$ cat src/rtl/vedic_seq_ctrl.sv
// vedic_seq_ctrl
//   Computes an N x N unsigned product using one shared external 2x2 Vedic
//   multiplier cell. The cell sees one 2-bit digit pair per cycle. Its result
//   is shifted into place and added into a 2N-bit accumulator.
//
//   Optional build macro: VEDIC_ZERO_SKIP_EN
//     When defined, a zero operand skips RUN and goes straight to DONE with a
//     zero product.
//
// Ports
//   clk, rst             clock (rising edge), async active-high reset
//   in_valid / in_ready  operand handshake (in_a, in_b: N-bit unsigned)
//   out_valid / out_ready result handshake (product: 2N-bit unsigned)
//   busy                 high whenever the controller is not idle
//   core_a, core_b       digit pair driven to the shared 2x2 cell
//   core_q               4-bit combinational result from the cell
module vedic_seq_ctrl #(
  parameter int unsigned N = 8
) (
  input  logic             clk,
  input  logic             rst,
  input  logic             in_valid,
  output logic             in_ready,
  input  logic [N-1:0]     in_a,
  input  logic [N-1:0]     in_b,
  output logic             out_valid,
  input  logic             out_ready,
  output logic [2*N-1:0]   product,
  output logic             busy,
  output logic [1:0]       core_a,
  output logic [1:0]       core_b,
  input  logic [3:0]       core_q
);

  localparam int unsigned HALF   = N / 2;
  localparam int unsigned STEPS  = HALF * HALF;
  localparam int unsigned STEP_W = (STEPS > 1) ? $clog2(STEPS) : 1;

  typedef enum logic [1:0] {IDLE, RUN, DONE} state_t;

  state_t             state;
  state_t             state_next;
  logic [N-1:0]       a_reg;
  logic [N-1:0]       b_reg;
  logic [2*N-1:0]     acc;
  logic [STEP_W-1:0]  step;

  int unsigned        di;
  int unsigned        dj;
  logic [N-1:0]       a_sh;
  logic [N-1:0]       b_sh;
  logic [2*N-1:0]     q_ext;
  logic [2*N-1:0]     term;
  logic               last_step;
  logic               zero_op;

`ifdef VEDIC_ZERO_SKIP_EN
  assign zero_op = (in_a == '0) || (in_b == '0);
`else
  assign zero_op = 1'b0;
`endif

  // Digit selection: i (A digit) advances fastest, j (B digit) every HALF steps.
  always_comb begin
    di        = 32'(step) % HALF;
    dj        = 32'(step) / HALF;
    a_sh      = a_reg >> (2 * di);
    b_sh      = b_reg >> (2 * dj);
    core_a    = '0;
    core_b    = '0;
    if (state == RUN) begin
      core_a = a_sh[1:0];
      core_b = b_sh[1:0];
    end
    q_ext      = '0;
    q_ext[3:0] = core_q;
    term       = q_ext << (2 * (di + dj));
    last_step  = (32'(step) == STEPS - 1);
  end

  always_comb begin
    state_next = state;
    case (state)
      IDLE:    if (in_valid) state_next = zero_op ? DONE : RUN;
      RUN:     if (last_step) state_next = DONE;
      DONE:    if (out_ready) state_next = IDLE;
      default: state_next = IDLE;
    endcase
  end

  assign in_ready  = (state == IDLE) && !rst;
  assign busy      = (state != IDLE);
  assign out_valid = (state == DONE);
  // Only a finished accumulation is ever visible on product.
  assign product   = out_valid ? acc : '0;

  always_ff @(posedge clk or posedge rst) begin
    if (rst) begin
      state <= IDLE;
      a_reg <= '0;
      b_reg <= '0;
      acc   <= '0;
      step  <= '0;
    end else begin
      state <= state_next;
      case (state)
        IDLE: begin
          if (in_valid) begin
            a_reg <= in_a;
            b_reg <= in_b;
            acc   <= '0;
            step  <= '0;
          end
        end
        RUN: begin
          acc  <= acc + term;
          step <= step + 1'b1;
        end
        default: ;
      endcase
    end
  end

endmodule

$ cat config.mk
export PLATFORM = sky130hd
export DESIGN_NAME = vedic_seq_ctrl
export DESIGN_NICKNAME = d
export VERILOG_FILES = /design/src/rtl/vedic_seq_ctrl.sv
export SDC_FILE = /design/constraint.sdc
export NUM_CORES = 1
export LEC_CHECK = 0
export ABC_AREA = 1
export CAP_MARGIN = 20
export CORE_MARGIN = 3
export CORE_UTILIZATION = 43
export DETAILED_ROUTE_END_ITERATION = 8
export PLACE_DENSITY = 0.67
export SYNTH_ARGS = -nofsm -noshare
export SYNTH_HDL_FRONTEND = slang
export SYNTH_SLANG_ARGS = --single-unit
export TNS_END_PERCENT = 30
$ cat constraint.sdc
create_clock -name clk -period 7.85 [get_ports clk]
set_input_delay 1.57 -clock clk [delete_from_list [all_inputs] [get_ports clk]]
set_output_delay 1.57 -clock clk [all_outputs]
set_load 0.02 [all_outputs]
# Word-level counts from Yosys, hierarchy flattened
# Cells that the tools add are included.
[totals]
input_bits = 24
word_cells = 36
regBits = 38
[op_classes]
shift = 3
eq_ne = 6
muxes = 11
reduce_logical = 8
addsub = 3
[op_table]
columns = ["operator", "n"]
rows = [
  ["$mux W16", 2],
  ["$pmux W16 S2", 1],
  ["$add A16 B16 Y16", 1],
  ["$shl A4 B4 Y16", 1],
  ["$shr A8 B3 Y2", 2],
  ["$mux W2", 5],
  ["$pmux W4 S2", 1],
  ["$pmux W2 S3", 1],
  ["$add A4 B1 Y4 const B", 1],
  ["$eq A4 B4 Y1 const B", 1],
  ["$mux W4", 1],
  ["$ne A2 B2 Y1 const B", 2],
  ["$reduce_and A2 Y1", 2],
  ["$reduce_bool A2 Y1", 2],
  ["$add A2 B2 Y3", 1],
  ["$reduce_and A3 Y1", 1],
  ["$eq A2 B1 Y1 const B", 1],
  ["$eq A2 B2 Y1 const B", 1],
  ["$logic_not A2 Y1", 1],
  ["$ne A2 B1 Y1 const B", 1],
  ["$logic_and A1 B1 Y1", 1],
  ["$logic_not A1 Y1", 1],
]

# Longest topological paths before layout
[logic_depth]
ltp_word = 4
depth_mapped = 17
ltp_nobuf = 17

# Worst setup path after synthesis
# Ideal clock, no wire load.
[synth_timing]
path_type = "input -> output"
from = "input rst"
to = "output in_ready"
setup_slack_ps = 4417
path_stages = 1
required_time_ps = 6280
arrival_ps = 1863
cell_sequence = "nor2_1"
[synth_between]
elab_chain_cells = 2
[synth_lines]
columns = ["item", "line_no", "text"]
rows = [
  ["start: declaration", "21", "input logic rst,"],
  ["$logic_not A1 Y1 (no line)", "n/a", ""],
  ["$logic_and A1 B1 Y1", "91", "assign in_ready = (state == IDLE) && !rst;"],
  ["end: declaration", "23", "output logic in_ready,"],
]
# Every way passes these cells.

# Worst setup path in the final report
# Ends and elaborated chain as after synthesis.

==> run summary <==
Cell taking the most area after synthesis: dfrtp_1
RSZ-0062 raised after global routing: false
Reg-to-reg critical path endpoint: acc[10]
Area delta synth->final: 22.7%
Final Skew: 0.0135 ns
Post-route ant nets: 0
Num CTS Buffers: 5
Cell row count: 29
Synth Net Count: 459
Mean number of vias per cell: 4.93
Largest net degree at the start of global routing: 39
CTS Hold Buffers Added: 0
Core ar.: 6390 sq um
Die area: 7640 sq um
Power Density: 365 nW/um^2
CTS Buffer Depth: 2
Die width: 87.4 um
Starting DRT DRC Count: 122
GPL Wtd Cong: 0.900
Synth Cell Area: 2850 sq um
CTS root buf: clkbuf_8
Synth top area cells: dfrtp_1 33%, nand2_1 14%, inv_1 9.6%
IO Pins: 47
Initial Util: 0.446
Fin crit period: 4.27 ns
Fraction of registers with async set/reset: 1.00
H-tree depth: 2
Area share of the largest cell type after synthesis: 0.334
Post-synth cell types: 32
Syn Area/Cell: 6.85 sq um
Post-synth EDFFs: 0
Type of origin of the critical path: primary input
Cell area after layout: 3500 sq um
Area after DPL: 3360 sq um
DR DRC count: 0
Final setup margin: 3.58 ns
Status: complete, no violations
Final setup fails: 0
Worst skew pair latency: 0.30 ns
CTS tree: built
Hold Path Origin: a_reg[6]
Global Route Usage Sum: 0.192
Post-Place Worst Slack: 3.58 ns
Post CTS Setup Buffer Count: 0
Final Hold Vio Count: 0
Die H: 87.4 um
Hold Path End: a_reg[6]
Pleak: 0.00180 uW
Clock transition at the registers of the reported paths: 0.07 ns
Total vias in the final route: 2,660
Net switching power: 585 uW
Initial antenna violation count: 0
Crit Path Class: in -> out
Total internal power: 692 uW
Max-slew violation count: 0
Setup crit end kind: primary output
Max-Cap Viols: 0
Layout cell share with drive strength beyond 1: 0.0713
Reg2reg path depth: 17
Synth top cells by count: 110 x nand2_1, 73 x inv_1, 56 x nor2_1
Setup TNS Final: 0 ns
Global route overflow: 0
Register share of total power: 0.268
Sw Share: 0.458
Largest register FFs: 16
Logic pwr share: 0.570
Crit share post-route: 0.544
Post-synth top flop: dfrtp_1
Register-to-Register Setup Slack: 4.65 ns
Post-Route WL: 6.67 mm
Detail Placement HPWL: 5.11 mm
Worst Path Required: 6.28 ns
Max-slew headroom: 0.629
CP Max Fanout: 2
Fmax: 234 MHz
Yosys reg bits: 38
Final Util: 0.548
Reg-to-Reg Start: step[2]
Worst hold path depth: 1
N_diodes: 0
Synth Warn #: 0
Fin nets: 505
Hold Path Class: reg -> reg
First-pass GRT wire length: 11.6 mm
Vias in the first global route: 2,626
Most numerous cell in the Yosys netlist: nand2_1
First drt pass iteration count: 4
Worst Path Arrival: 2.70 ns
Worst Max-Slew Pin Slew: 0.556 ns
WL per Instance: 12.4 um
Clock sink count: 38
Port buffer count: 46
Clk pwr share: 0.161
Maximum vdd drop: 0.000266 V
Synth Instances: 416
Register area share after synthesis: 0.334
PostCTS Resize Cnt: 0
[cell families after synthesis]
family / share of synthesized area
simple gates: 0.299
mux: 0.0509
xor+xnor: 0.00615
fa+ha+maj: 0.0887
buf+inv: 0.121
flops: 0.334
compound gates: 0.101
[power by group through the flow]
stage          Combinational (uW)  Sequential, uW  Clock, uW
4_1_cts                       731             343        211
3_5_place_dp                  727             347          0
3_3_place_gp                  715             344          0
5_1_grt                       831             355        219
2_1_floorplan                 563             325          0
6_report                      729             343        206
[critical path, stage by stage]
cell and delay [ns]:
clkdlybuf4s50_1 0.42, nor2_1 0.10, clkdlybuf4s50_1 0.61
[cell usage in the layout (no fill, tap or decap), types with 2 or more instances in the layout]
master	n
a21oi_1	19
a31oi_1	2
nand3_1	21
inv_1	73
clkdlybuf4s50_1	46
o211ai_1	2
nor2_1	56
clkbuf_8	5
nand2_2	4
o22ai_1	7
dfrtp_1	38
bufinv_16	2
o21ai_0	19
inv_2	4
fa_1	2
nor3_1	6
ha_1	17
nand4_1	2
mux2_2	12
nand2_1	110
nand3b_1	3
[metal layers]
layer,track usage,vias up,share of wire
met3,0.0435,6,0.042
met1,0.232,1206,0.46
li1,-,1404,-
met2,0.339,44,0.48
met5,0,-,0
met4,0.0516,0,0.010
[layout make-up]
type / instances / area [sq um]
Multi-Input combinational cell: 293 / 1560
Sequential cell: 38 / 951
Clock inverter: 3 / 68.8
Fill cell: 626 / 2890
Timing Repair Buffer: 47 / 468
Tap cell: 77 / 96.3
Inverter: 77 / 289
Clock buffer: 5 / 68.8
[metrics by stage]
stage	std cells	total power (uW)	hold WS [ns]
5_1_grt	540	1410	0.524
3_3_place_gp	532	1060	0.483
6_report	540	1280	0.501
2_1_floorplan	416	888	0.471
3_5_place_dp	532	1070	0.488
4_1_cts	540	1290	0.506
[how the worst max path moves through the flow]
stage | end | slack (ns) | startpoint
after floorplan | in_ready | 4.42 | rst
after global placement | in_ready | 3.59 | rst
after detailed placement | in_ready | 3.58 | rst
after CTS | in_ready | 3.58 | rst
after global routing | in_ready | 3.53 | rst
final | in_ready | 3.58 | rst
(Power assumes the default switching activity.)
